## config.mk

```make
export PLATFORM = sky130hd
export DESIGN_NAME = multicycle_decoder
export DESIGN_NICKNAME = d
export VERILOG_FILES = /design/src/rtl/multicycle_decoder.sv
export SDC_FILE = /design/constraint.sdc
export NUM_CORES = 1
export LEC_CHECK = 0
export ABC_AREA = 1
export ABC_CLOCK_PERIOD_IN_PS = 2790
export BUFFER_PORTS_ARGS = -buffer_cell sky130_fd_sc_hd__clkbuf_2
export CAP_MARGIN = 20
export CORE_ASPECT_RATIO = 1.4
export CORE_MARGIN = 5
export CORE_UTILIZATION = 30
export CTS_CLUSTER_DIAMETER = 40
export DETAILED_ROUTE_END_ITERATION = 10
export MAX_ROUTING_LAYER = met4
export PLACE_DENSITY = 0.55
export RECOVER_POWER = 100
export SKIP_CTS_REPAIR_TIMING = 1
export SYNTH_ARGS = -nofsm -noshare
export SYNTH_HDL_FRONTEND = slang
export SYNTH_SLANG_ARGS = --single-unit
```

## constraint.sdc

```tcl
create_clock -name clk_i -period 2.79 [get_ports clk_i]
set_clock_uncertainty 0.2 [all_clocks]
set_input_delay 0.4185 -clock clk_i [delete_from_list [all_inputs] [get_ports clk_i]]
set_output_delay 0.4185 -clock clk_i [all_outputs]
set_load 0.005 [all_outputs]
```

## src/rtl/multicycle_decoder.sv

```systemverilog
// Multicycle control decoder: FETCH/DECODE/EXEC/WB/BRANCH/TRAP sequencer
// with Moore controls and a wrapping retired-instruction counter.
//
// Ports:
//   clk_i, rst_i (sync, active-high), instr_valid_i, instr_op_i
//   IRWrite_o, PCWrite_o, RegDst_o, ALUSrc_o, ALU_op_o, Branch_o,
//   RegWrite_o, done_o, illegal_o, retired_cnt_o
// Optional build macro: DECODER_EXT_OPS_EN adds bne (000101) and
// ori (001101); without it those opcodes trap.
`timescale 1ns/1ps
module multicycle_decoder #(
   parameter int OP_W     = 6,
   parameter int ALU_OP_W = 3,
   parameter int CNT_W    = 16
) (
   input  logic                clk_i,
   input  logic                rst_i,
   input  logic                instr_valid_i,
   input  logic [OP_W-1:0]     instr_op_i,
   output logic                IRWrite_o,
   output logic                PCWrite_o,
   output logic                RegDst_o,
   output logic                ALUSrc_o,
   output logic [ALU_OP_W-1:0] ALU_op_o,
   output logic                Branch_o,
   output logic                RegWrite_o,
   output logic                done_o,
   output logic                illegal_o,
   output logic [CNT_W-1:0]    retired_cnt_o
);

   typedef enum logic [2:0] {
      FETCH, DECODE, EXEC_R, EXEC_I, BRANCH, WB, TRAP
   } state_t;

   localparam logic [OP_W-1:0] OP_RTYPE = OP_W'(6'b000000);
   localparam logic [OP_W-1:0] OP_ADDI  = OP_W'(6'b001000);
   localparam logic [OP_W-1:0] OP_BEQ   = OP_W'(6'b000100);
   localparam logic [OP_W-1:0] OP_BNE   = OP_W'(6'b000101);
   localparam logic [OP_W-1:0] OP_ORI   = OP_W'(6'b001101);

   localparam logic [ALU_OP_W-1:0] ALU_ADD = ALU_OP_W'(3'b000);
   localparam logic [ALU_OP_W-1:0] ALU_SUB = ALU_OP_W'(3'b001);
   localparam logic [ALU_OP_W-1:0] ALU_FN  = ALU_OP_W'(3'b010);
   localparam logic [ALU_OP_W-1:0] ALU_NE  = ALU_OP_W'(3'b011);
   localparam logic [ALU_OP_W-1:0] ALU_OR  = ALU_OP_W'(3'b110);

   state_t            state_q, state_d;
   logic [OP_W-1:0]   op_q;
   logic [CNT_W-1:0]  cnt_q;

   logic is_r, is_i, is_br, is_bne, is_ori;

   assign is_r = (op_q == OP_RTYPE);
`ifdef DECODER_EXT_OPS_EN
   assign is_bne = (op_q == OP_BNE);
   assign is_ori = (op_q == OP_ORI);
`else
   assign is_bne = 1'b0;
   assign is_ori = 1'b0;
`endif
   assign is_i  = (op_q == OP_ADDI) | is_ori;
   assign is_br = (op_q == OP_BEQ) | is_bne;

   assign retired_cnt_o = cnt_q;

   always_ff @(posedge clk_i) begin
      if (rst_i) begin
         state_q <= FETCH;
         op_q    <= '0;
         cnt_q   <= '0;
      end else begin
         state_q <= state_d;
         if (IRWrite_o)
            op_q <= instr_op_i;
         if (done_o)
            cnt_q <= cnt_q + CNT_W'(1);
      end
   end

   always_comb begin
      state_d    = state_q;
      IRWrite_o  = 1'b0;
      PCWrite_o  = 1'b0;
      RegDst_o   = 1'b0;
      ALUSrc_o   = 1'b0;
      ALU_op_o   = '0;
      Branch_o   = 1'b0;
      RegWrite_o = 1'b0;
      done_o     = 1'b0;
      illegal_o  = 1'b0;
      unique case (state_q)
         FETCH: begin
            // A word offered while reset is asserted is never taken.
            if (instr_valid_i && !rst_i) begin
               IRWrite_o = 1'b1;
               PCWrite_o = 1'b1;
               state_d   = DECODE;
            end
         end
         DECODE: begin
            unique case (1'b1)
               is_r:    state_d = EXEC_R;
               is_i:    state_d = EXEC_I;
               is_br:   state_d = BRANCH;
               default: state_d = TRAP;
            endcase
         end
         EXEC_R: begin
            RegDst_o = 1'b1;
            ALU_op_o = ALU_FN;
            state_d  = WB;
         end
         EXEC_I: begin
            ALUSrc_o = 1'b1;
            ALU_op_o = is_ori ? ALU_OR : ALU_ADD;
            state_d  = WB;
         end
         WB: begin
            // Datapath selects stay stable through the write.
            RegWrite_o = 1'b1;
            done_o     = 1'b1;
            if (is_r) begin
               RegDst_o = 1'b1;
               ALU_op_o = ALU_FN;
            end else begin
               ALUSrc_o = 1'b1;
               ALU_op_o = is_ori ? ALU_OR : ALU_ADD;
            end
            state_d = FETCH;
         end
         BRANCH: begin
            Branch_o = 1'b1;
            ALU_op_o = is_bne ? ALU_NE : ALU_SUB;
            done_o   = 1'b1;
            state_d  = FETCH;
         end
         TRAP: begin
            illegal_o = 1'b1;
            state_d   = FETCH;
         end
         default: state_d = FETCH;
      endcase
   end

endmodule
```

==> run_summary.xml, run 1 <==
<?xml version="1.0" encoding="UTF-8"?>
<metrics>
  <group name="worst_setup_path">
    <metric name="cpPeakStageDelay" unit="ns">0.39</metric>
    <metric name="nature_of_the_critical_path_startpoint" unit="">input pin</metric>
    <metric name="worst_setup_path_end_kind" unit="">output port</metric>
    <metric name="data_required_time_at_the_worst_endpoint" unit="ns">2.17</metric>
    <metric name="worst-setup-path-type" unit="">in -&gt; out</metric>
    <metric name="crit_path_cell_trace" unit="">clkbuf_2, inv_1, nand3_1, nor2_4, clkbuf_2</metric>
    <metric name="worstPathMaxFanout" unit="">17</metric>
    <metric name="worst-endpoint-arrival" unit="ns">1.64</metric>
    <metric name="cell_with_the_biggest_individual_delay_on_the_critical_path" unit="">sky130_fd_sc_hd__inv_1</metric>
    <metric name="crit_path_frequent_cell" unit="">sky130_fd_sc_hd__clkbuf_2</metric>
  </group>
  <group name="sta">
    <metric name="final_hold_viol_count" unit="">0</metric>
    <metric name="worst_slew_pin_slew" unit="ns">0.596</metric>
    <metric name="max_slew_margin" unit="">0.601</metric>
    <metric name="final.period_utilization" unit="">0.810</metric>
    <metric name="fmax" unit="MHz">442</metric>
    <metric name="min_period" unit="ns">2.26</metric>
    <metric name="final-max-slew-violation-count" unit="">0</metric>
    <metric name="finalSetupViolations" unit="">0</metric>
    <metric name="unrepaired_setup_endpoints_after_global_routing" unit="">false</metric>
    <metric name="final_total_negative_setup_slack" unit="ns">0</metric>
    <metric name="worst_slack" unit="ns">0.529</metric>
  </group>
  <group name="synthesis">
    <metric name="synth-edff-count" unit="">0</metric>
    <metric name="syn_nets" unit="">198</metric>
    <metric name="post_synth_num_cell_types" unit="">28</metric>
    <metric name="synth.cell_area" unit="um^2">1330</metric>
    <metric name="ys_warn_count" unit="">0</metric>
    <metric name="ys_seq_elements" unit="">25</metric>
    <metric name="synth_top_cell_by_area" unit="">sky130_fd_sc_hd__dfxtp_1</metric>
    <metric name="yosysTopAreaCellShare" unit="">0.376</metric>
    <metric name="syn_inst" unit="">188</metric>
    <metric name="synth.most_common_cell" unit="">sky130_fd_sc_hd__nand2_1</metric>
    <metric name="synthFlopType" unit="">sky130_fd_sc_hd__dfxtp_1</metric>
    <metric name="synth_async_sr_flop_share" unit="">0</metric>
    <metric name="most_frequent_cells_after_synthesis" unit="">sky130_fd_sc_hd__nand2_1, sky130_fd_sc_hd__nor2_1, sky130_fd_sc_hd__inv_1</metric>
    <metric name="synthTopCellsByArea" unit="">sky130_fd_sc_hd__dfxtp_1, sky130_fd_sc_hd__nand2_1, sky130_fd_sc_hd__nor2_1</metric>
    <metric name="synthesis.area_per_instance" unit="um^2">7.07</metric>
    <metric name="seq_area_frac_synth" unit="">0.376</metric>
  </group>
  <group name="die">
    <metric name="placementRows" unit="">28</metric>
    <metric name="initial_utilization" unit="">0.311</metric>
    <metric name="design.die.area" unit="um^2">5880</metric>
    <metric name="die_height" unit="um">88.8</metric>
    <metric name="design.portCount" unit="">36</metric>
    <metric name="die_width" unit="um">66.3</metric>
    <metric name="fp.coreArea" unit="um^2">4270</metric>
  </group>
  <group name="power_and_ir_drop">
    <metric name="power_frac_seq" unit="">0.543</metric>
    <metric name="power.density_cell_area" unit="nW/um^2">471</metric>
    <metric name="power.switching_fraction" unit="">0.282</metric>
    <metric name="power_leakage" unit="nW">0.628</metric>
    <metric name="power.share.clock" unit="">0.305</metric>
    <metric name="vdd.ir_drop.worst" unit="uV">297</metric>
    <metric name="p_sw" unit="W">0.000200</metric>
    <metric name="power_frac_comb" unit="">0.153</metric>
    <metric name="cellInternalPower" unit="W">0.000510</metric>
  </group>
  <group name="global_route">
    <metric name="grt_start_max_net_pins" unit="">18</metric>
    <metric name="antenna_found_initial" unit="">0</metric>
    <metric name="grt_pass1_wl" unit="um">5060</metric>
    <metric name="grt.total_usage" unit="">0.114</metric>
    <metric name="grt_pass1_vias" unit="">1157</metric>
    <metric name="globalRouteOverflowTotal" unit="">0</metric>
  </group>
  <group name="clock_tree">
    <metric name="clock_tree_from_tritoncts" unit="">done</metric>
    <metric name="clkSlewWorstSetupHoldPaths" unit="ns">0.09</metric>
    <metric name="clock_insertion_delay_worst_skew" unit="ns">0.27</metric>
    <metric name="root_buffer" unit="">sky130_fd_sc_hd__clkbuf_8</metric>
    <metric name="clock_tree.buffer_depth" unit="">2</metric>
    <metric name="cts.sink_count" unit="">25</metric>
    <metric name="htreeDepth" unit="">1</metric>
    <metric name="cts_inserted_buffers" unit="">3</metric>
  </group>
  <group name="finish">
    <metric name="layout-drive-gt1-share" unit="">0.145</metric>
    <metric name="area_growth" unit="%">13.4</metric>
    <metric name="nFillCells" unit="">503</metric>
    <metric name="antenna-diode-count" unit="">0</metric>
    <metric name="design.final.nets" unit="">231</metric>
  </group>
  <group name="hold_path">
    <metric name="hold_path_class" unit="">in -&gt; reg</metric>
  </group>
  <group name="drt">
    <metric name="routed_via_count" unit="">1229</metric>
    <metric name="post_drt_via_cell_ratio" unit="">4.39</metric>
    <metric name="dr.pass1.iters" unit="">4</metric>
    <metric name="wl" unit="um">2960</metric>
    <metric name="drtIter0Drc" unit="">39</metric>
    <metric name="drt_drc_violations_left" unit="">0</metric>
    <metric name="wl_per_cell" unit="um">10.6</metric>
    <metric name="final_antenna_net_count" unit="">0</metric>
  </group>
  <group name="place">
    <metric name="post-place-ws" unit="ns">0.717</metric>
    <metric name="place.port_buffers" unit="">34</metric>
    <metric name="gpl_wtd_cong" unit="">0.795</metric>
    <metric name="hpwl_after_dpl" unit="um">2320</metric>
  </group>
  <group name="job">
    <metric name="drv_cap" unit="">0</metric>
  </group>
  <group name="run_status">
    <metric name="run_status" unit="">completed</metric>
  </group>
</metrics>
## layout by cell type (no fill, tap or decap), types with 2 or more instances in the layout
cell type / instances
sky130_fd_sc_hd__a21oi_1: 7
sky130_fd_sc_hd__clkbuf_1: 13
sky130_fd_sc_hd__o31ai_1: 6
sky130_fd_sc_hd__dfxtp_1: 25
sky130_fd_sc_hd__nor3_1: 4
sky130_fd_sc_hd__nand3_1: 11
sky130_fd_sc_hd__nand3_2: 2
sky130_fd_sc_hd__clkbuf_2: 20
sky130_fd_sc_hd__clkbuf_8: 3
sky130_fd_sc_hd__o21ai_0: 9
sky130_fd_sc_hd__nand2_1: 34
sky130_fd_sc_hd__nor3b_1: 2
sky130_fd_sc_hd__inv_1: 31
sky130_fd_sc_hd__nand4_1: 5
sky130_fd_sc_hd__o21ai_1: 3
sky130_fd_sc_hd__nor2_1: 33
## logic make-up after synthesis
group | after synthesis | synth area share
fa+ha+maj | 1 | 0.00941
simple gates | 95 | 0.359
other cells | 1 | 0.00282
xor+xnor | 1 | 0.00659
flops | 25 | 0.376
compound gates | 27 | 0.120
buf+inv | 38 | 0.125
## flip-flops by register name, summed over array words and instances, names as in the netlist
register,cells
retired_cnt_o,16
op_q,6
state_q,3
## critical path, delay by kind of cell
kind,cells,cell delay (ns)
buffers and inverters,3,0.73
AND/OR/NAND/NOR,2,0.49
## per-layer routing
layer	GRT usage	vias up	routed length [um]
met1	0.124	533	1230
li1	-	661	-
met5	-	-	0
met2	0.198	29	1490
met4	0.0499	0	60
met3	0.0241	6	179
## through the flow
stage	power [W]	hold slack [ns]	instances	area, um^2	utilization
CTS	0.000735	0.136	280	1580	0.369
detailed placement	0.000516	0.264	276	1530	0.358
finish	0.000710	0.141	280	1510	0.353
global placement	0.000515	0.264	276	1530	0.358
floorplan	0.000485	0.244	188	1330	-
global route	0.000757	0.140	280	1510	0.353
## area by class of cell
| type | instances | area (um^2) | area share |
|---|---|---|---|
| tap | 60 | 75.1 | 0.0498 |
| timing repair buffer | 34 | 153 | 0.101 |
| clock buffer | 3 | 41.3 | 0.0274 |
| inverter | 32 | 120 | 0.0797 |
| sequential | 25 | 500 | 0.332 |
| clock inverter | 1 | 5.00 | 0.00332 |
| multi-input combinational | 125 | 613 | 0.407 |
## final timing paths
check / start / end / slack [ns] / cells past startpoint
setup reg to reg: state_q[2]$_SDFFE_PP0P_ / retired_cnt_o[14]$_SDFFE_PP0P_ / 0.89 / 7
hold reg to reg: op_q[4]$_SDFFE_PP0P_ / op_q[4]$_SDFFE_PP0P_ / 0.27 / 2
hold / removal: instr_op_i[5] / op_q[5]$_SDFFE_PP0P_ / 0.14 / 3
setup / recovery: rst_i / PCWrite_o / 0.53 / 5
## power by group through the flow
stage / logic (W) / registers [W] / clock network (W)
detailed placement: 0.000120 / 0.000396 / 0
global route: 0.000127 / 0.000388 / 0.000241
finish: 0.000108 / 0.000386 / 0.000216
CTS: 0.000120 / 0.000388 / 0.000227
global placement: 0.000119 / 0.000396 / 0
floorplan: 0.0000913 / 0.000394 / 0
Note: power is estimated with default switching activity, not from simulation.
==> run 2, diff against run 1 <==
--- a/config.mk
+++ b/config.mk
@@ -5,8 +5,8 @@
 export SDC_FILE = /design/constraint.sdc
 export NUM_CORES = 1
 export LEC_CHECK = 0
-export ABC_AREA = 1
-export ABC_CLOCK_PERIOD_IN_PS = 2790
+export ABC_AREA = 0
+export ABC_CLOCK_PERIOD_IN_PS = 2160
 export BUFFER_PORTS_ARGS = -buffer_cell sky130_fd_sc_hd__clkbuf_2
 export CAP_MARGIN = 20
 export CORE_ASPECT_RATIO = 1.4
==> constraint.sdc (replaced) <==
create_clock -name clk_i -period 2.16 [get_ports clk_i]
set_clock_uncertainty 0.2 [all_clocks]
set_input_delay 0.324 -clock clk_i [delete_from_list [all_inputs] [get_ports clk_i]]
set_output_delay 0.324 -clock clk_i [all_outputs]
set_load 0.005 [all_outputs]
==> run 2 against run 1 <==
  * The run now ends with setup timing left
  * Non-clock buffer count rose by 4
  * Die area fell by 9.6%
  * Cell area fell by 2.7%
  * Largest power group unchanged
  * Sequential power rose by 31%
  * Highest routed layer is now met3
  * Global-route usage fell by 0.90 points
==> run_summary.xml, run 2 <==
<?xml version="1.0" encoding="UTF-8"?>
<metrics>
  <group name="run_status">
    <metric name="run_status" unit="">finished, violations left</metric>
    <metric name="failed_checks" unit="">setup timing</metric>
  </group>
  <group name="synthesis">
    <metric name="syn_nets" unit="">152</metric>
    <metric name="synth-edff-count" unit="">0</metric>
    <metric name="synthesis.area_per_instance" unit="um^2">8.34</metric>
    <metric name="ys_seq_elements" unit="">25</metric>
    <metric name="most_frequent_cells_after_synthesis" unit="">sky130_fd_sc_hd__dfxtp_1, sky130_fd_sc_hd__nand2_1, sky130_fd_sc_hd__nor2_1</metric>
    <metric name="yosysTopAreaCellShare" unit="">0.423</metric>
    <metric name="synth.cell_area" unit="um^2">1180</metric>
    <metric name="syn_inst" unit="">142</metric>
    <metric name="ys_warn_count" unit="">0</metric>
    <metric name="synthTopCellsByArea" unit="">sky130_fd_sc_hd__dfxtp_1, sky130_fd_sc_hd__xnor2_1, sky130_fd_sc_hd__nand2_1</metric>
    <metric name="synth_top_cell_by_area" unit="">sky130_fd_sc_hd__dfxtp_1</metric>
    <metric name="synth_async_sr_flop_share" unit="">0</metric>
    <metric name="post_synth_num_cell_types" unit="">34</metric>
    <metric name="synth.most_common_cell" unit="">sky130_fd_sc_hd__dfxtp_1</metric>
    <metric name="synthFlopType" unit="">sky130_fd_sc_hd__dfxtp_1</metric>
    <metric name="seq_area_frac_synth" unit="">0.423</metric>
  </group>
  <group name="finish">
    <metric name="layout_commonest_cell" unit="">sky130_fd_sc_hd__clkbuf_2</metric>
    <metric name="design_area" unit="um^2">1470</metric>
    <metric name="layout-drive-gt1-share" unit="">0.267</metric>
    <metric name="finish.utilization" unit="">0.378</metric>
    <metric name="nFillCells" unit="">421</metric>
    <metric name="antenna-diode-count" unit="">0</metric>
    <metric name="largest_register_ff_count" unit="">16</metric>
    <metric name="design.final.nets" unit="">187</metric>
    <metric name="area_growth" unit="%">24.0</metric>
    <metric name="mostFrequentLayoutCells" unit="">sky130_fd_sc_hd__clkbuf_2, sky130_fd_sc_hd__dfxtp_1, sky130_fd_sc_hd__nand2_1, sky130_fd_sc_hd__nor2_1, sky130_fd_sc_hd__xnor2_1</metric>
  </group>
  <group name="sta">
    <metric name="final_hold_viol_count" unit="">0</metric>
    <metric name="unrepaired_setup_endpoints_after_global_routing" unit="">true</metric>
    <metric name="final_total_negative_setup_slack" unit="ns">-0.0391</metric>
    <metric name="fmax" unit="MHz">460</metric>
    <metric name="final-max-slew-violation-count" unit="">0</metric>
    <metric name="min_period" unit="ns">2.18</metric>
    <metric name="final.period_utilization" unit="">1.01</metric>
    <metric name="finalSetupViolations" unit="">3</metric>
    <metric name="worst_slack" unit="ns">-0.0153</metric>
  </group>
  <group name="worst_setup_path">
    <metric name="nature_of_the_critical_path_startpoint" unit="">flip-flop</metric>
    <metric name="worst-endpoint-arrival" unit="ns">1.65</metric>
    <metric name="worst_setup_path_end_kind" unit="">output port</metric>
    <metric name="ff2ff_setup_slack" unit="ns">0.35</metric>
    <metric name="worstPathMaxFanout" unit="">4</metric>
    <metric name="crit_path_cell_trace" unit="">or4_4, nand2b_4, o32ai_2, buf_2</metric>
    <metric name="cpPeakStageDelay" unit="ns">0.55</metric>
    <metric name="cell_with_the_biggest_individual_delay_on_the_critical_path" unit="">sky130_fd_sc_hd__or4_4</metric>
    <metric name="data_required_time_at_the_worst_endpoint" unit="ns">1.64</metric>
    <metric name="worst-setup-path-type" unit="">reg -&gt; out</metric>
  </group>
  <group name="drt">
    <metric name="met1Wirelength" unit="um">1180</metric>
    <metric name="drt_drc_violations_left" unit="">0</metric>
    <metric name="wl" unit="um">2670</metric>
    <metric name="dr.pass1.iters" unit="">3</metric>
    <metric name="wl_met2" unit="um">1350</metric>
    <metric name="met3WireLength" unit="um">137</metric>
    <metric name="post_drt_via_cell_ratio" unit="">4.79</metric>
    <metric name="wl_per_cell" unit="um">12.2</metric>
    <metric name="drtIter0Drc" unit="">36</metric>
    <metric name="routed_via_count" unit="">1048</metric>
    <metric name="final_antenna_net_count" unit="">0</metric>
    <metric name="topRoutingLayerUsed" unit="">met3</metric>
  </group>
  <group name="clock_tree">
    <metric name="clkSlewWorstSetupHoldPaths" unit="ns">0.09</metric>
    <metric name="cts.sink_count" unit="">25</metric>
    <metric name="cts_inserted_buffers" unit="">3</metric>
    <metric name="htreeDepth" unit="">1</metric>
    <metric name="root_buffer" unit="">sky130_fd_sc_hd__clkbuf_8</metric>
    <metric name="clock_tree.buffer_depth" unit="">2</metric>
    <metric name="clock_tree_from_tritoncts" unit="">done</metric>
    <metric name="clock_insertion_delay_worst_skew" unit="ns">0.27</metric>
  </group>
  <group name="die">
    <metric name="die_height" unit="um">84.3</metric>
    <metric name="design.die.area" unit="um^2">5320</metric>
    <metric name="fp.coreArea" unit="um^2">3880</metric>
    <metric name="initial_utilization" unit="">0.305</metric>
    <metric name="die_width" unit="um">63.1</metric>
    <metric name="placementRows" unit="">27</metric>
    <metric name="design.portCount" unit="">36</metric>
  </group>
  <group name="place">
    <metric name="place.port_buffers" unit="">34</metric>
    <metric name="gpl_wtd_cong" unit="">0.762</metric>
    <metric name="post-place-ws" unit="ns">0.141</metric>
    <metric name="dpl-instance-area" unit="um^2">1400</metric>
    <metric name="hpwl_after_dpl" unit="um">2020</metric>
  </group>
  <group name="hold_path">
    <metric name="hold_path_class" unit="">in -&gt; reg</metric>
  </group>
  <group name="job">
    <metric name="drv_cap" unit="">0</metric>
  </group>
  <group name="global_route">
    <metric name="grt_pass1_wl" unit="um">4570</metric>
    <metric name="grt_start_max_net_pins" unit="">26</metric>
    <metric name="grt.total_usage" unit="">0.105</metric>
    <metric name="antenna_found_initial" unit="">0</metric>
    <metric name="globalRouteOverflowTotal" unit="">0</metric>
    <metric name="grt_pass1_vias" unit="">1074</metric>
  </group>
  <group name="power_and_ir_drop">
    <metric name="power.density_cell_area" unit="nW/um^2">612</metric>
    <metric name="vdd.ir_drop.worst" unit="uV">327</metric>
    <metric name="power_leakage" unit="nW">0.593</metric>
  </group>
</metrics>
-- run 2: changes by cell type after synthesis, moves of 6 or more --
cell / previous run / this run
sky130_fd_sc_hd__inv_2: 6 / 0
sky130_fd_sc_hd__nand3b_1: 0 / 6
sky130_fd_sc_hd__xnor2_1: 0 / 10
sky130_fd_sc_hd__nand3_1: 10 / 2
sky130_fd_sc_hd__nand2_1: 33 / 18
sky130_fd_sc_hd__nor2_1: 28 / 18
sky130_fd_sc_hd__inv_1: 26 / 8
sky130_fd_sc_hd__nor4_1: 0 / 6
-- run 2: worst max-delay path, delay by kind of cell (launching register included) --
kind / cells / cell delay, ns
AOI/OAI and AO/OA: 1 / 0.18
buffers and inverters: 1 / 0.15
DFF: 1 / 0.33
and+or+nand+nor: 2 / 0.73
-- run 2: final timing paths --
path,to,start,cells after the start
setup / recovery,RegDst_o,op_q[0]$_SDFFE_PP0P_,4
hold / removal,op_q[0]$_SDFFE_PP0P_,instr_op_i[0],3
setup reg to reg,retired_cnt_o[15]$_SDFFE_PP0P_,retired_cnt_o[5]$_SDFFE_PP0P_,4
hold reg to reg,op_q[1]$_SDFFE_PP0P_,op_q[1]$_SDFFE_PP0P_,2
-- run 2: layer usage --
| layer | vias up | global-route usage |
|---|---|---|
| li1 | 542 | - |
| met4 | 0 | 0.0232 |
| met1 | 479 | 0.121 |
| met3 | 0 | 0.0214 |
| met5 | - | - |
| met2 | 27 | 0.185 |
-- run 2: metrics by stage --
stage	hold WS, ns	total power (W)	cells
after floorplan	0.223	0.000578	142
after global placement	0.256	0.000611	215
after detailed placement	0.265	0.000615	215
after CTS	0.0298	0.000901	219
after global routing	0.0332	0.000951	219
final	0.0376	0.000899	219
-- run 2: cells by family after synthesis --
| logic type | share of synthesized area |
|---|---|
| AOI/OAI and AO/OA | 0.0645 |
| xor gates and xnor gates | 0.0962 |
| adders and majority gates | 0.0106 |
| buffers and inverters | 0.0645 |
| DFF | 0.423 |
| muxes | 0.00951 |
| other | 0.00317 |
| and+or+nand+nor | 0.329 |
-- run 2: cell type report --
class / count / area (um^2) / share of cell area
clock buffer: 3 / 41.3 / 0.0281
clock inverter: 1 / 7.51 / 0.00512
inverter: 10 / 41.3 / 0.0281
multi-input combinational: 99 / 633 / 0.431
sequential: 25 / 503 / 0.343
tap: 43 / 53.8 / 0.0367
timing repair buffer: 38 / 188 / 0.128
-- run 2: report_power, final --
group / leakage [nW] / switching [W] / total (W) / internal (W)
Sequential: 0.204 / 0.0000241 / 0.000504 / 0.000480
Combinational: 0.367 / 0.0000619 / 0.000116 / 0.0000544
Clock: 0.0217 / 0.000148 / 0.000278 / 0.000131
Total: 0.593 / 0.000234 / 0.000899 / 0.000665
